**src/rtl/nx_msg_distributor_pkg.sv**
```systemverilog
// Shared Nexus constants: message layout, column field width and broadcast column value.
// NX_DISTRIBUTOR_BROADCAST_EN (optional) makes the all-ones column a broadcast.
package NXConstants;

   localparam int ROW_WIDTH     = 3;
   localparam int COLUMN_WIDTH  = 3;
   localparam int COMMAND_WIDTH = 2;
   localparam int PAYLOAD_WIDTH = 24;

   typedef struct packed {
      logic [ROW_WIDTH-1:0]     row;
      logic [COLUMN_WIDTH-1:0]  column;
      logic [COMMAND_WIDTH-1:0] command;
   } node_header_t;

   typedef struct packed {
      node_header_t             header;
      logic [PAYLOAD_WIDTH-1:0] payload;
   } node_message_t;

   localparam int MESSAGE_WIDTH = $bits(node_message_t);

   localparam logic [COLUMN_WIDTH-1:0] COLUMN_BROADCAST = {COLUMN_WIDTH{1'b1}};

   function automatic logic is_broadcast(input logic [COLUMN_WIDTH-1:0] column);
      return column == COLUMN_BROADCAST;
   endfunction

endpackage

```
**src/rtl/nx_msg_distributor_if.sv**
```systemverilog
// Bus bundle for the message distributor: one inbound stream, OUTPUTS outbound column streams.
// The slave modport is the distributor side, the master modport the producer/consumer side.
interface nx_msg_distributor_if #(
   parameter int OUTPUTS = 4
);
   import NXConstants::*;

   node_message_t                 i_ib_data;
   logic                          i_ib_valid;
   logic                          o_ib_ready;
   node_message_t [OUTPUTS-1:0]   o_ob_data;
   logic [OUTPUTS-1:0]            o_ob_valid;
   logic [OUTPUTS-1:0]            i_ob_ready;
   logic [7:0]                    o_drop_count;
   logic                          o_idle;

   modport slave (
      input  i_ib_data, i_ib_valid, i_ob_ready,
      output o_ib_ready, o_ob_data, o_ob_valid, o_drop_count, o_idle
   );

   modport master (
      output i_ib_data, i_ib_valid, i_ob_ready,
      input  o_ib_ready, o_ob_data, o_ob_valid, o_drop_count, o_idle
   );

endinterface

```
**src/rtl/nx_msg_distributor_fifo.sv**
```systemverilog
// nx_fifo: synchronous FIFO with registered occupancy; full is registered so a pop does not
// free a slot for a push in the same cycle. Output holds the last popped word when empty.
module nx_fifo #(
   parameter int DEPTH = 2,
   parameter int WIDTH = 32
) (
   input  logic             i_clk,
   input  logic             i_rst,
   input  logic             i_push,
   input  logic [WIDTH-1:0] i_data,
   output logic             o_full,
   output logic             o_empty,
   input  logic             i_pop,
   output logic             o_valid,
   output logic [WIDTH-1:0] o_data
);

   localparam int PTR_W = $clog2(DEPTH);
   localparam int CNT_W = $clog2(DEPTH + 1);

   logic [WIDTH-1:0] mem_r [DEPTH];
   logic [PTR_W-1:0] wr_ptr_r;
   logic [PTR_W-1:0] rd_ptr_r;
   logic [CNT_W-1:0] count_r;
   logic [WIDTH-1:0] last_r;
   logic             do_push_s;
   logic             do_pop_s;

   function automatic logic [PTR_W-1:0] next_ptr(input logic [PTR_W-1:0] ptr);
      return (ptr == PTR_W'(DEPTH - 1)) ? {PTR_W{1'b0}} : ptr + PTR_W'(1);
   endfunction

   assign o_full    = (count_r == CNT_W'(DEPTH));
   assign o_empty   = (count_r == {CNT_W{1'b0}});
   assign o_valid   = !o_empty;
   assign o_data    = o_empty ? last_r : mem_r[rd_ptr_r];
   assign do_push_s = i_push && !o_full;
   assign do_pop_s  = i_pop && !o_empty;

   // Storage array: datapath only, never reset.
   always_ff @(posedge i_clk) begin
      if (do_push_s) begin
         mem_r[wr_ptr_r] <= i_data;
      end
   end

   // Pointers, occupancy and held output word.
   always_ff @(posedge i_clk or posedge i_rst) begin
      if (i_rst) begin
         wr_ptr_r <= {PTR_W{1'b0}};
         rd_ptr_r <= {PTR_W{1'b0}};
         count_r  <= {CNT_W{1'b0}};
         last_r   <= {WIDTH{1'b0}};
      end else begin
         if (do_push_s) begin
            wr_ptr_r <= next_ptr(wr_ptr_r);
         end
         if (do_pop_s) begin
            rd_ptr_r <= next_ptr(rd_ptr_r);
            last_r   <= mem_r[rd_ptr_r];
         end
         case ({do_push_s, do_pop_s})
            2'b10:   count_r <= count_r + CNT_W'(1);
            2'b01:   count_r <= count_r - CNT_W'(1);
            default: count_r <= count_r;
         endcase
      end
   end

endmodule

```
**src/rtl/nx_msg_distributor.sv**
```systemverilog
// Routes inbound Nexus messages to per-column FIFOs by header column; unroutable columns are
// dropped and counted. Optional macro NX_DISTRIBUTOR_BROADCAST_EN enables all-ones broadcast.
module nx_msg_distributor
   import NXConstants::*;
#(
   parameter int OUTPUTS    = 4,
   parameter int FIFO_DEPTH = 2
) (
   input logic                   i_clk,
   input logic                   i_rst,
   nx_msg_distributor_if.slave   bus
);

   localparam int SEL_W = $clog2(OUTPUTS);

   logic [31:0]                  col_ext_s;
   logic [SEL_W-1:0]             tgt_s;
   logic                         is_bcast_s;
   logic                         is_drop_s;
   logic                         ib_ready_s;
   logic [OUTPUTS-1:0]           full_s;
   logic [OUTPUTS-1:0]           empty_s;
   logic [OUTPUTS-1:0]           push_s;
   logic [OUTPUTS-1:0]           pop_s;
   logic [OUTPUTS-1:0]           valid_s;
   node_message_t [OUTPUTS-1:0]  data_s;
   logic [7:0]                   drop_count_r;

   // Column decode and acceptance; readiness never looks at i_ib_valid.
   always_comb begin
      col_ext_s  = 32'(bus.i_ib_data.header.column);
      tgt_s      = col_ext_s[SEL_W-1:0];
`ifdef NX_DISTRIBUTOR_BROADCAST_EN
      is_bcast_s = is_broadcast(bus.i_ib_data.header.column);
`else
      is_bcast_s = 1'b0;
`endif
      is_drop_s  = !is_bcast_s && (col_ext_s >= 32'(OUTPUTS));
      if (is_bcast_s) begin
         ib_ready_s = ~|full_s;
      end else if (is_drop_s) begin
         ib_ready_s = 1'b1;
      end else begin
         ib_ready_s = !full_s[tgt_s];
      end
   end

   // Per-column push/pop strobes.
   always_comb begin
      push_s = {OUTPUTS{1'b0}};
      pop_s  = {OUTPUTS{1'b0}};
      for (int c = 0; c < OUTPUTS; c++) begin
         if (bus.i_ib_valid && ib_ready_s && !is_drop_s &&
             (is_bcast_s || (tgt_s == SEL_W'(c)))) begin
            push_s[c] = 1'b1;
         end else begin
            push_s[c] = 1'b0;
         end
         pop_s[c] = valid_s[c] && bus.i_ob_ready[c];
      end
   end

   for (genvar c = 0; c < OUTPUTS; c++) begin : g_col
      nx_fifo #(
         .DEPTH (FIFO_DEPTH),
         .WIDTH (MESSAGE_WIDTH)
      ) u_fifo (
         .i_clk   (i_clk),
         .i_rst   (i_rst),
         .i_push  (push_s[c]),
         .i_data  (bus.i_ib_data),
         .o_full  (full_s[c]),
         .o_empty (empty_s[c]),
         .i_pop   (pop_s[c]),
         .o_valid (valid_s[c]),
         .o_data  (data_s[c])
      );
   end

   // Saturating count of dropped messages.
   always_ff @(posedge i_clk or posedge i_rst) begin
      if (i_rst) begin
         drop_count_r <= 8'd0;
      end else if (bus.i_ib_valid && is_drop_s && (drop_count_r != 8'hFF)) begin
         drop_count_r <= drop_count_r + 8'd1;
      end else begin
         drop_count_r <= drop_count_r;
      end
   end

   assign bus.o_ib_ready   = ib_ready_s;
   assign bus.o_ob_data    = data_s;
   assign bus.o_ob_valid   = valid_s;
   assign bus.o_drop_count = drop_count_r;
   assign bus.o_idle       = &empty_s;

endmodule

```
**src/flat_wrapper.sv**
```systemverilog
// flat-port wrapper written by rule: the top's interface ports become plain ports
module nx_msg_distributor_flat import NXConstants::*;
#(
   parameter int OUTPUTS    = 4,
   parameter int FIFO_DEPTH = 2
)
  (i_clk, i_rst, bus_i_ib_data, bus_i_ib_valid, bus_i_ob_ready, bus_o_ib_ready, bus_o_ob_data, bus_o_ob_valid, bus_o_drop_count, bus_o_idle);
  nx_msg_distributor_if #(.OUTPUTS(OUTPUTS)) bus_i ();
  input logic i_clk;
  input logic i_rst;
  input wire logic [$bits(bus_i.i_ib_data)-1:0] bus_i_ib_data;
  input wire logic [$bits(bus_i.i_ib_valid)-1:0] bus_i_ib_valid;
  input wire logic [$bits(bus_i.i_ob_ready)-1:0] bus_i_ob_ready;
  output wire logic [$bits(bus_i.o_ib_ready)-1:0] bus_o_ib_ready;
  output wire logic [$bits(bus_i.o_ob_data)-1:0] bus_o_ob_data;
  output wire logic [$bits(bus_i.o_ob_valid)-1:0] bus_o_ob_valid;
  output wire logic [$bits(bus_i.o_drop_count)-1:0] bus_o_drop_count;
  output wire logic [$bits(bus_i.o_idle)-1:0] bus_o_idle;
  assign bus_i.i_ib_data = bus_i_ib_data;
  assign bus_i.i_ib_valid = bus_i_ib_valid;
  assign bus_i.i_ob_ready = bus_i_ob_ready;
  assign bus_o_ib_ready = bus_i.o_ib_ready;
  assign bus_o_ob_data = bus_i.o_ob_data;
  assign bus_o_ob_valid = bus_i.o_ob_valid;
  assign bus_o_drop_count = bus_i.o_drop_count;
  assign bus_o_idle = bus_i.o_idle;
  nx_msg_distributor #(.OUTPUTS(OUTPUTS), .FIFO_DEPTH(FIFO_DEPTH)) u_core (.i_clk(i_clk), .i_rst(i_rst), .bus(bus_i));
endmodule
```
**config.mk**
```make
export PLATFORM = sky130hd
export DESIGN_NAME = nx_msg_distributor_flat
export DESIGN_NICKNAME = d
export VERILOG_FILES = /design/src/rtl/nx_msg_distributor_pkg.sv /design/src/rtl/nx_msg_distributor_if.sv /design/src/rtl/nx_msg_distributor_fifo.sv /design/src/rtl/nx_msg_distributor.sv /design/src/flat_wrapper.sv
export SDC_FILE = /design/constraint.sdc
export NUM_CORES = 1
export LEC_CHECK = 0
export CAP_MARGIN = 20
export CORE_UTILIZATION = 51
export DETAILED_ROUTE_END_ITERATION = 8
export GPL_ROUTABILITY_DRIVEN = 0
export GPL_TIMING_DRIVEN = 0
export PLACE_DENSITY = 0.83
export SLEW_MARGIN = 20
export SYNTH_ARGS = -nofsm -noshare
export SYNTH_HDL_FRONTEND = slang
export SYNTH_SLANG_ARGS = --single-unit
```
**constraint.sdc**
```tcl
create_clock -name i_clk -period 5.3 [get_ports i_clk]
set_input_delay 1.06 -clock i_clk [delete_from_list [all_inputs] [get_ports i_clk]]
set_output_delay 1.06 -clock i_clk [all_outputs]
set_load 0.1 [all_outputs]
```
# Word-level counts from Yosys, hierarchy flattened
# Memories as Yosys holds them, arrays and structs flattened.
# Cells that the tools add are included.
dict set report op_classes {
  n_addsub 17
  order_cmp 2
  eq_ne 16
  mux 31
  reduce_logical 40
}
# op n
set ops {}
lappend ops {{two-way mux 32 bit} 4}
lappend ops {{two-way mux 1 bit} 22}
lappend ops {{== test 2 bit, second input constant} 10}
lappend ops {{logical AND 1 bit} 20}
lappend ops {{one-hot mux 2 bit (2 select lines)} 4}
lappend ops {{== test 2 x 1 -> 1 bit, second input constant} 5}
lappend ops {{zero test 1 bit} 10}
lappend ops {{zero test 2 bit} 5}
lappend ops {{adder 1 bit, second input constant} 8}
lappend ops {{adder 2 x 1 -> 2 bit, second input constant} 4}
lappend ops {{adder 8 x 1 -> 8 bit, second input constant} 1}
lappend ops {{inequality test 8 bit, second input constant} 1}
lappend ops {{nonzero test 2 bit} 4}
lappend ops {{subtractor 2 x 1 -> 2 bit, second input constant} 4}
lappend ops {{AND reduction 4 bit} 1}
lappend ops {{>= comparator 3 bit, second input constant} 1}
lappend ops {{< comparator 2 x 3 -> 1 bit, second input constant} 1}
lappend ops {{binary-select mux 1 bit (select 2 bit)} 1}
dict set report totals {
  register_bits 152
  mem_bits_rw 256
  in_bits 39
  output_inout_bits 142
  wordCells 127
  memories 4
}
# name depth word_bits rd rd_ports_with_merged_regs write_ports line_no
set memory_table {}
lappend memory_table {{u_core.g_col[0].u_fifo.mem_r} 2 32 1 0 1 nx_msg_distributor_fifo.sv:21} ;# logic [WIDTH-1:0] mem_r [DEPTH];
lappend memory_table {{u_core.g_col[1].u_fifo.mem_r} 2 32 1 0 1 nx_msg_distributor_fifo.sv:21}
lappend memory_table {{u_core.g_col[2].u_fifo.mem_r} 2 32 1 0 1 nx_msg_distributor_fifo.sv:21}
lappend memory_table {{u_core.g_col[3].u_fifo.mem_r} 2 32 1 0 1 nx_msg_distributor_fifo.sv:21}

# Logic depth before layout (Yosys ltp)
dict set report logic_depth {
  depth_word 12
  depth_mapped 10
  depth_no_buf 7
}

# Hierarchy
# A second synthesis with hierarchy kept.
dict set report unflattened {
  hier_cells 1228
  hier_area_um2 16953.8
}
# mod instances cells_each area_each_um2 seq_area_each_um2
set modules_own_cells {}
lappend modules_own_cells {nx_fifo 4 295 4107.7 2822.7}
lappend modules_own_cells {nx_msg_distributor 1 48 523.0 200.2}

# Worst setup path before layout
# No wires, ideal clock.
dict set report synth_path {
  path_kind {register to output}
  startpoint {register u_core.g_col[3].u_fifo.count_r[0]}
  endpoint {output port bus_o_idle}
  arrival_ns 3.873
  t_required_ns 4.240
  path_slack_ns 0.367
  stages_incl_launch_ff 6
  path_buffers 3
  path_cell_list {dfrtp_1 -> or2_1 -> buf_2 -> buf_2 -> buf_2 -> nor4_1}
}
dict set report synth_between {
  elab_chain_cells 2
}
# element line_no
set synth_lines {}
lappend synth_lines {{start: declaration} nx_msg_distributor_fifo.sv:24} ;# logic [CNT_W-1:0] count_r;
lappend synth_lines {{start signal: assignment} nx_msg_distributor_fifo.sv:52} ;# count_r <= {CNT_W{1'b0}};
lappend synth_lines {{start signal: assignment} nx_msg_distributor_fifo.sv:63} ;# 2'b10: count_r <= count_r + CNT_W'(1);
lappend synth_lines {{start signal: assignment} nx_msg_distributor_fifo.sv:64} ;# 2'b01: count_r <= count_r - CNT_W'(1);
lappend synth_lines {{zero test 2 bit} nx_msg_distributor_fifo.sv:34} ;# assign o_empty = (count_r == {CNT_W{1'b0}});
lappend synth_lines {{AND reduction 4 bit} nx_msg_distributor.sv:95} ;# assign bus.o_idle = &empty_s;
lappend synth_lines {{end: declaration} flat_wrapper.sv:18} ;# output wire logic [$bits(bus_i.o_idle)-1:0] bus_o_idle;
# No other way between the ends.

# Worst setup path in the final report
dict set report layout_path {
  startpoint {input port bus_i_ib_data[26]}
  endpoint {output port bus_o_ib_ready}
}
dict set report layout_between {
  elab_chain_cells 4
  word_cells_on_any_way 5
  cone_classes {order compare (1); mux (3); reduce/logical (1)}
}
# element line_no
set layout_lines {}
lappend layout_lines {{start: declaration} flat_wrapper.sv:11} ;# input wire logic [$bits(bus_i.i_ib_data)-1:0] bus_i_ib_data;
lappend layout_lines {{binary-select mux 1 bit (select 2 bit)} nx_msg_distributor.sv:44} ;# ib_ready_s = !full_s[tgt_s];
lappend layout_lines {{two-way mux 1 bit (not written as such)} nx_msg_distributor.sv:44}
lappend layout_lines {{zero test 1 bit} nx_msg_distributor.sv:44}
lappend layout_lines {{two-way mux 1 bit *} nx_msg_distributor.sv:41} ;# end else if (is_drop_s) begin
lappend layout_lines {{end: declaration} flat_wrapper.sv:14} ;# output wire logic [$bits(bus_i.o_ib_ready)-1:0] bus_o_ib_ready;
# Every way passes the cells marked *; elsewhere a longest branch is shown, timed or not. The select of a mux whose other input is x is not followed.

==> flow_metrics.env <==
export IMPL_min_period_ns=5.059
export IMPL_crit_fanout=12
export IMPL_ys_types=36
export IMPL_wire_per_inst_um=21.53
export IMPL_fill_cells=2151
export IMPL_antenna_left=0
export IMPL_start_util=0.5220
export IMPL_dpl_cell_count=1809
export IMPL_cts_buffers=41
export IMPL_hold_path_startpoint="u_core.g_col[1].u_fifo.last_r[20]"
export IMPL_fin_crit_sh=0.9546
export IMPL_setup_violations=0
export IMPL_worstMarginPinSlew_ns=1.010
export IMPL_portBuffers=180
export IMPL_clock_fmax_mhz=197.7
export IMPL_fin_cells=1884
export IMPL_ys_ff_latch=408
export IMPL_hp_class="flip-flop to flip-flop"
export IMPL_final_nets=1500
export IMPL_status="finished, violations left"
export IMPL_regToRegSetupSlack_ns=3.07
export IMPL_synth_warnings=0
export IMPL_die_area_mm2=0.03227
export IMPL_r2r_start="u_core.g_col[3].u_fifo.count_r[0]"
export IMPL_num_vias=10676
export IMPL_dp_hpwl_um=26770
export IMPL_grt_start_max_net_pins=93
export IMPL_arrival_ns=4.00
export IMPL_cts_hold_buffers_added=0
export IMPL_synthAdderAreaFrac=0.003887
export IMPL_grt_ovfl_total=0
export IMPL_cts_tree="built"
export IMPL_cts_resized=0
export IMPL_cts_htree_levels=2
export IMPL_grt_pass1_wl_um=62200
export IMPL_synth_compound_area_frac=0.08280
export IMPL_cp_start_kind="input port"
export IMPL_yosys_area_share_simple=0.07409
export IMPL_holdPathStages=2
export IMPL_rows=64
export IMPL_synth_edff_count=256
export IMPL_netlist_instances=1225
export IMPL_final_cell_mix="256 x edfxtp_1, 180 x clkdlybuf4s50_1, 152 x dfrtp_1, 136 x nand2_1, 135 x nor2_1"
export IMPL_place_ws_ns=0.2299
export IMPL_synth_nets=1269
export IMPL_diodes=0
export IMPL_postSynthAreaPerCell_um2=13.14
export IMPL_clk_pin_slew_worst_paths_ns=0.05
export IMPL_synth_top_family_by_area="compound AO/OA/AOI/OAI gates"
export IMPL_async_reset_ff_frac=0.3725
export IMPL_required_ns=4.24
export IMPL_cts_sinks=408
export IMPL_syn_area_mm2=0.01609
export IMPL_drt_wl_total_um=40570
export IMPL_drv_slew=0
export IMPL_ctsLongestPathBuffers=3
export IMPL_final_common_cell="edfxtp_1"
export IMPL_clock_latency_ns=0.54
export IMPL_drc_errors=16
export IMPL_stdcell_area_mm2=0.01999
export IMPL_r2r_cells=5
export IMPL_dr_pass1_iters=9
export IMPL_fin_ws_ns=0.2408
export IMPL_final_util=0.6483
export IMPL_rsz0062_at_grt="no"
export IMPL_hold_end="u_core.g_col[1].u_fifo.last_r[20]"
export IMPL_final_hold_viol_count=0
export IMPL_fp_dieH_um=179.6
export IMPL_synthMuxAreaShare=0.08101
export IMPL_path_class="input port to output pin"
export IMPL_syn_to_final_growth_pct=24.18
export IMPL_placed_area_mm2=0.01867
export IMPL_antenna_found_initial=1
export IMPL_cts_setup_buffers=0
export IMPL_rr_endpoint="u_core.g_col[3].u_fifo.mem_r[0][9]"
export IMPL_vias_per_cell=5.667
export IMPL_drt_first_iter_violations=1106
export IMPL_io_pins=181
export IMPL_violations="design-rule violations"
export IMPL_max_cap_violations=0
export IMPL_synth_xor_area_frac=0.01353
export IMPL_die_w_um=179.6
export IMPL_fin_skew_ns=0.02174
export IMPL_end_kind="output pin"
export IMPL_drive_gt1_frac=0.09610
export IMPL_root_buffer="clkbuf_16"
export IMPL_coreArea_mm2=0.03083
export IMPL_maxSlewHeadroom=0.3244
export IMPL_grt_usage=0.2553
export IMPL_grt_pass1_vias=10884
export IMPL_synth_seq_area_share=0.7140
export IMPL_synth_ff_type="edfxtp_1"
worst max-delay path: stages:
cell and delay (ns):
clkdlybuf4s50_1 0.92, a21boi_0 0.39, o21ai_0 0.14, o211ai_1 0.26, clkdlybuf4s50_1 1.22
kinds of logic (layout without fill, tap and decap cells):
| family | count (synthesis) | in the layout |
|---|---|---|
| compound gates | 264 | 264 |
| fa+ha+maj | 5 | 5 |
| mux | 130 | 130 |
| buf+inv | 92 | 355 |
| simple gates | 302 | 302 |
| flops | 408 | 408 |
| xor+xnor | 24 | 24 |
synth_stat cells (2+ instances only):
| library cell | instances | area share |
|---|---|---|
| xor2_1 | 5 | 0.0027 |
| o21ai_1 | 15 | 0.0047 |
| nand4_1 | 2 | 0.00078 |
| dfrtp_1 | 152 | 0.24 |
| buf_4 | 25 | 0.012 |
| or2_1 | 4 | 0.0016 |
| edfxtp_1 | 256 | 0.48 |
| nand3_1 | 8 | 0.0025 |
| inv_1 | 11 | 0.0026 |
| buf_2 | 38 | 0.012 |
| ha_1 | 5 | 0.0039 |
| nor2_1 | 142 | 0.033 |
| o21ai_0 | 114 | 0.035 |
| a21oi_1 | 130 | 0.040 |
| xnor2_1 | 18 | 0.0098 |
| mux2i_1 | 128 | 0.080 |
| nand2_1 | 136 | 0.032 |
| mux2_2 | 2 | 0.0014 |
| clkbuf_1 | 17 | 0.0040 |
registers in the layout, summed over array words and instances (netlist names):
register	count
u_core.g_col.u_fifo.mem_r	256
u_core.g_col.u_fifo.last_r	128
u_core.bus.o_drop_count	8
u_core.g_col.u_fifo.count_r	8
u_core.g_col.u_fifo.rd_ptr_r	4
u_core.g_col.u_fifo.wr_ptr_r	4
area by class of cell:
cell class	count	area, um2	area share
sequential	408	11490	0.5750
multi-input combinational	725	4161	0.2082
timing repair buffer	188	2022	0.1012
clock buffer	66	1242	0.06217
tap	396	495.5	0.02479
buffer	81	452.9	0.02266
clock inverter	9	71.32	0.003569
inverter	11	48.80	0.002442
worst max path at each step:
stage / start / end / depth (start not counted)
floorplan: i_rst / u_core.bus.o_drop_count[0] / 1
global placement: i_rst / u_core.g_col[3].u_fifo.last_r[9] / 2
detailed placement: bus_i_ib_data[26] / bus_o_ib_ready / 5
CTS: bus_i_ib_data[26] / bus_o_ib_ready / 5
global route: bus_i_ib_data[26] / bus_o_ib_ready / 5
finish: bus_i_ib_data[26] / bus_o_ib_ready / 5
stage by stage:
step           hold slack (ns)  TNS [ns]
5_1_grt                 0.5042         0
3_3_place_gp            0.4616   -364.72
4_1_cts                 0.4835         0
6_report                0.4813         0
3_5_place_dp            0.4713         0
2_1_floorplan           0.4478         0
routing by layer:
metal,share of wire,vias to the layer above,wire (um),track usage
met2,0.49,491,19810,0.4216
met4,0.029,2,1186,0.09207
li1,-,4790,-,-
met5,0.00030,-,12,0
met3,0.070,80,2841,0.03951
met1,0.41,5313,16720,0.3462
Power is not shown: default switching activity piles up to over one toggle a cycle in this logic, so the estimate is an artifact.
